==> config.mk <==
export PLATFORM = sky130hd
export DESIGN_NAME = led_decoder
export DESIGN_NICKNAME = d
export VERILOG_FILES = /design/src/rtl/led_pkg.sv /design/src/rtl/duty_meter.sv /design/src/rtl/led_decoder.sv
export SDC_FILE = /design/constraint.sdc
export NUM_CORES = 1
export LEC_CHECK = 0
export CAP_MARGIN = 30
export CORE_ASPECT_RATIO = 1.2
export CORE_MARGIN = 4
export CORE_UTILIZATION = 54
export DETAILED_ROUTE_END_ITERATION = 8
export GPL_TIMING_DRIVEN = 0
export PLACE_DENSITY = 0.79
export SLEW_MARGIN = 5
export SYNTH_ARGS = -nofsm -noshare
export SYNTH_HDL_FRONTEND = slang
export SYNTH_SLANG_ARGS = --single-unit
==> constraint.sdc <==
create_clock -name clock -period 2.5 [get_ports clock]
set_input_delay 0.5 -clock clock [delete_from_list [all_inputs] [get_ports clock]]
set_output_delay 0.5 -clock clock [all_outputs]
set_load 0.01 [all_outputs]
==> src/rtl/led_pkg.sv <==
// rtl/led_pkg.sv - shared widths, field indices and codeword types for the LED path
package led_pkg;

  localparam int CNT_W  = 8;
  localparam int CODE_W = 2 * CNT_W;

  localparam int RED_HI = CODE_W - 1;
  localparam int RED_LO = CNT_W;
  localparam int GRN_HI = CNT_W - 1;
  localparam int GRN_LO = 0;

  typedef logic [CNT_W-1:0]  field_t;
  typedef logic [CODE_W-1:0] code_t;

endpackage

==> src/rtl/duty_meter.sv <==
// rtl/duty_meter.sv - per-colour high-cycle accumulator with saturation flag
module duty_meter #(
  parameter int CNT_W = 8
) (
  input  logic             clock,
  input  logic             reset,
  input  logic             clear,
  input  logic             sample,
  input  logic             frame_end,
  output logic [CNT_W-1:0] duty,
  output logic             sat
);

  localparam logic [CNT_W:0] FULL = {1'b1, {CNT_W{1'b0}}};

  logic [CNT_W:0]   acc_q, acc_d;
  logic [CNT_W-1:0] duty_q, duty_d;
  logic             sat_q, sat_d;
  logic [CNT_W:0]   total;
  logic             full;

  // The frame-end sample is folded in here so the next frame starts from zero
  // without dropping a cycle.
  assign total = acc_q + {{CNT_W{1'b0}}, sample};
  assign full  = (total == FULL);

  always_comb begin
    acc_d  = acc_q;
    duty_d = duty_q;
    sat_d  = sat_q;
    if (clear) begin
      acc_d = '0;
    end else if (frame_end) begin
      acc_d  = '0;
      duty_d = full ? '1 : total[CNT_W-1:0];
      sat_d  = full;
    end else begin
      acc_d = total;
    end
  end

  always_ff @(posedge clock) begin
    if (reset) begin
      acc_q  <= '0;
      duty_q <= '0;
      sat_q  <= 1'b0;
    end else begin
      acc_q  <= acc_d;
      duty_q <= duty_d;
      sat_q  <= sat_d;
    end
  end

  assign duty = duty_q;
  assign sat  = sat_q;

endmodule

==> src/rtl/led_decoder.sv <==
// rtl/led_decoder.sv - PWM duty decoder for red/green pins; LED_DECODER_SYNC_EN adds 2-flop pin synchronizers
module led_decoder #(
  parameter int CNT_W = 8
) (
  input  logic               clock,
  input  logic               reset,
  input  logic               enable,
  input  logic               pin_r,
  input  logic               pin_g,
  output logic [2*CNT_W-1:0] code,
  output logic               code_valid,
  output logic               sat_r,
  output logic               sat_g
);

  import led_pkg::*;

  logic [CNT_W-1:0] frame_cnt_q, frame_cnt_d;
  logic             code_valid_q, code_valid_d;
  logic             s_r, s_g;
  logic             clear, frame_end;

`ifdef LED_DECODER_SYNC_EN
  logic [1:0] sync_r_q, sync_g_q;

  always_ff @(posedge clock) begin
    if (reset) begin
      sync_r_q <= '0;
      sync_g_q <= '0;
    end else begin
      sync_r_q <= {sync_r_q[0], pin_r};
      sync_g_q <= {sync_g_q[0], pin_g};
    end
  end

  assign s_r = sync_r_q[1];
  assign s_g = sync_g_q[1];
`else
  assign s_r = pin_r;
  assign s_g = pin_g;
`endif

  assign clear     = ~enable;
  assign frame_end = enable && (frame_cnt_q == '1);

  // Disabling restarts the frame so the next enable begins a full 2^CNT_W window.
  always_comb begin
    frame_cnt_d  = frame_cnt_q;
    code_valid_d = 1'b0;
    if (enable) begin
      frame_cnt_d  = frame_cnt_q + 1'b1;
      code_valid_d = frame_end;
    end else begin
      frame_cnt_d = '0;
    end
  end

  always_ff @(posedge clock) begin
    if (reset) begin
      frame_cnt_q  <= '0;
      code_valid_q <= 1'b0;
    end else begin
      frame_cnt_q  <= frame_cnt_d;
      code_valid_q <= code_valid_d;
    end
  end

  duty_meter #(.CNT_W(CNT_W)) u_red (
    .clock     (clock),
    .reset     (reset),
    .clear     (clear),
    .sample    (s_r),
    .frame_end (frame_end),
    .duty      (code[2*CNT_W-1:CNT_W]),
    .sat       (sat_r)
  );

  duty_meter #(.CNT_W(CNT_W)) u_green (
    .clock     (clock),
    .reset     (reset),
    .clear     (clear),
    .sample    (s_g),
    .frame_end (frame_end),
    .duty      (code[CNT_W-1:0]),
    .sat       (sat_g)
  );

  assign code_valid = code_valid_q;

endmodule

==> impl_metrics.env <==
export IMPL_cts_tree="done"
export IMPL_fp_row_count=23
export IMPL_numClockSinks=45
export IMPL_reg2reg_slack_ns=0.37
export IMPL_drc=0
export IMPL_crit_path_end="u_red.duty[5]"
export IMPL_synthFlopType="dfxtp_1"
export IMPL_utilization=0.6978
export IMPL_crit_start="pin_r"
export IMPL_worst_pin_slew_ns=0.6090
export IMPL_critical_path_peak_fanout=8
export IMPL_synth_top_area_frac=0.4607
export IMPL_r2r_start="frame_cnt_q[0]"
export IMPL_place_gp_congestion=0.8185
export IMPL_r2r_end="u_green.acc_q[5]"
export IMPL_wl_per_cell_um=14.05
export IMPL_r2r_cells=7
export IMPL_drt_iter0_markers=75
export IMPL_cts_buffers=5
export IMPL_finalWorstPathRequiredPeriod_ns=2.409
export IMPL_end_kind="flop"
export IMPL_synth_seq_cells=45
export IMPL_holdWs_ns=0.4706
export IMPL_synth_top_area_cell="dfxtp_1"
export IMPL_grt_overflow=0
export IMPL_root_buffer="clkbuf_8"
export IMPL_nets=248
export IMPL_outcome="complete, no violations"
export IMPL_coreArea_um2=3425
export IMPL_clock_path_buffers=2
export IMPL_skew_ns=0.007242
export IMPL_yosys_top_cells_area="dfxtp_1 46%, nor2_1 9.6%, xnor2_1 6.3%"
export IMPL_relSlewSlack=0.5940
export IMPL_power_density_nw_per_um2=553.7
export IMPL_post_place_ws_ns=-0.4562
export IMPL_drt_total_wl_mm=3.879
export IMPL_grt_pass1_wl_mm=6.679
export IMPL_drive_gt1_frac=0.1464
export IMPL_m1WireLength_mm=1.789
export IMPL_grt_start_max_net_pins=14
export IMPL_antenna_found_initial=0
export IMPL_ant_nets=0
export IMPL_final_max_slew_viol_count=0
export IMPL_syn_area_um2=1956
export IMPL_met2_length_mm=1.890
export IMPL_irDropWorstVdd_mv=0.3363
export IMPL_maxCapViolCount=0
export IMPL_dr_wl_met3_um=147
export IMPL_highest_layer="met4"
export IMPL_ys_seq_area_frac=0.4607
export IMPL_worstPathRequired_ns=2.69
export IMPL_syn_inst=208
export IMPL_period_share=0.9638
export IMPL_clock_latency_ns=0.29
export IMPL_hold_viol=0
export IMPL_synth_nets=218
export IMPL_finalInstanceArea_um2=2390
export IMPL_vias=1540
export IMPL_yosysWarnings=0
export IMPL_max_freq_ghz=0.4150
export IMPL_synthToLayoutAreaGrowth_pct=22.20
export IMPL_synth_async_sr_flop_share=0
export IMPL_ios=24
export IMPL_die_x_um=62.94
export IMPL_die_y_um=73.92
export IMPL_grt_util_all_layers=0.1837
export IMPL_start_util=0.5711
export IMPL_rsz0062_at_grt="no"
export IMPL_cts_hold_buf=0
export IMPL_diodes=0
export IMPL_hold_path_class="flop to flop"
export IMPL_worstSetupPathType="input port to flop"
export IMPL_h_tree_depth=2
export IMPL_dieArea_um2=4652
export IMPL_drt_pass1_iter_count=4
export IMPL_detail_route_vias_per_cell=5.580
export IMPL_port_buffer_count=23
export IMPL_arrival_ns=2.60
export IMPL_worstSetupStartpointType="input port"
export IMPL_dp_final_hpwl_mm=2.768
export IMPL_grt_pass1_vias=1467
export IMPL_clk_pin_slew_ns=0.08
export IMPL_synth_cell_type_count=34
export IMPL_final_setup_viol_count=0
export IMPL_postPlaceCellArea_um2=2232
export IMPL_yosys_top_cells_count="50 x nor2_1, 45 x dfxtp_1, 14 x xnor2_1"
export IMPL_leakage_nw=0.7803
export IMPL_setup_ws_ns=0.09054
export IMPL_synth_edf_count=0
export IMPL_syn_area_per_cell_um2=9.402
export IMPL_synth_most_common_cell="nor2_1"
cell type report:
type / count / area, um^2
Fill cell: 279 / 1035
Multi-Input combinational cell: 145 / 1013
Sequential cell: 45 / 900.9
Timing Repair Buffer: 23 / 230.2
Clock buffer: 7 / 86.33
Buffer: 13 / 63.81
Tap cell: 37 / 46.29
Clock inverter: 1 / 30.03
Inverter: 5 / 18.77
worst min-delay path by stage:
stage / cells after the start / to / from
floorplan: 1 / frame_cnt_q[0] / frame_cnt_q[0]
global placement: 1 / frame_cnt_q[0] / frame_cnt_q[0]
detailed placement: 1 / frame_cnt_q[0] / frame_cnt_q[0]
CTS: 1 / frame_cnt_q[0] / frame_cnt_q[0]
global route: 2 / u_red.sat / u_red.sat
finish: 2 / u_red.sat / u_red.sat
cell usage in the layout, fill, tap and decap left out, types with 3 or more instances in the layout:
cell	count
nor2_1	50
dfxtp_1	45
clkdlybuf4s50_1	23
xnor2_1	14
xor2_1	10
nand3_1	9
nand2_1	9
a311oi_2	9
clkbuf_1	7
a311oi_1	7
buf_2	6
nand4_1	6
clkbuf_8	6
inv_1	5
nand3_2	3
ha_1	3
through the flow:
| step | instances | setup TNS [ns] | power, W |
|---|---|---|---|
| detailed placement | 268 | -5.565 | 0.0007816 |
| global route | 276 | 0 | 0.001373 |
| finish | 276 | 0 | 0.001323 |
| global placement | 268 | -5.505 | 0.0007812 |
| floorplan | 208 | 0 | 0.0007658 |
| CTS | 276 | 0 | 0.001332 |
flip-flops by register name (all words and copies together) (netlist names):
register,cells
u_red.duty,8
u_green.acc_q,9
u_red.acc_q,9
frame_cnt_q,8
u_green.sat,1
u_red.sat,1
code_valid,1
u_green.duty,8
critical path, cell delays in order:
cell and delay [ns]:
clkdlybuf4s50_1 0.47, ha_1 0.24, ha_4 0.20, nand3_2 0.13, xor2_1 0.18, o31ai_2 0.29, nand3_2 0.24, a311oi_2 0.35
repair_timing:
action | CTS | global route
gates resized for setup | 3 | 4
buffers inserted | 0 | 0
endpoints found under the setup margin | 8 | 15
pin swaps | 0 | 1
hold endpoints to repair | 0 | 0
power by group:
part | total [W] | internal [W] | leakage, nW | switching (W)
Clock | 0.000556 | 0.000326 | 0.0585 | 0.000230
Combinational | 0.0000446 | 0.0000171 | 0.359 | 0.0000275
Sequential | 0.000722 | 0.000720 | 0.363 | 0.00000254
Total | 0.00132 | 0.00106 | 0.780 | 0.000260
per-layer routing:
| layer | GRT usage | vias up |
|---|---|---|
| li1 | - | 781 |
| met1 | 0.2258 | 722 |
| met2 | 0.3154 | 31 |
| met3 | 0.04434 | 6 |
| met4 | 0.06618 | 0 |
| met5 | 0 | - |
logic make-up (layout without fill, tap and decap cells):
kind of cell / Yosys count / count (layout) / synth area share
DFF: 45 / 45 / 0.4607
buffers and inverters: 18 / 49 / 0.04223
adders and majority gates: 5 / 5 / 0.03199
AOI/OAI and AO/OA: 27 / 27 / 0.1401
xor gates and xnor gates: 24 / 24 / 0.1075
and+or+nand+nor: 89 / 89 / 0.2175
(Power assumes the default switching activity.)
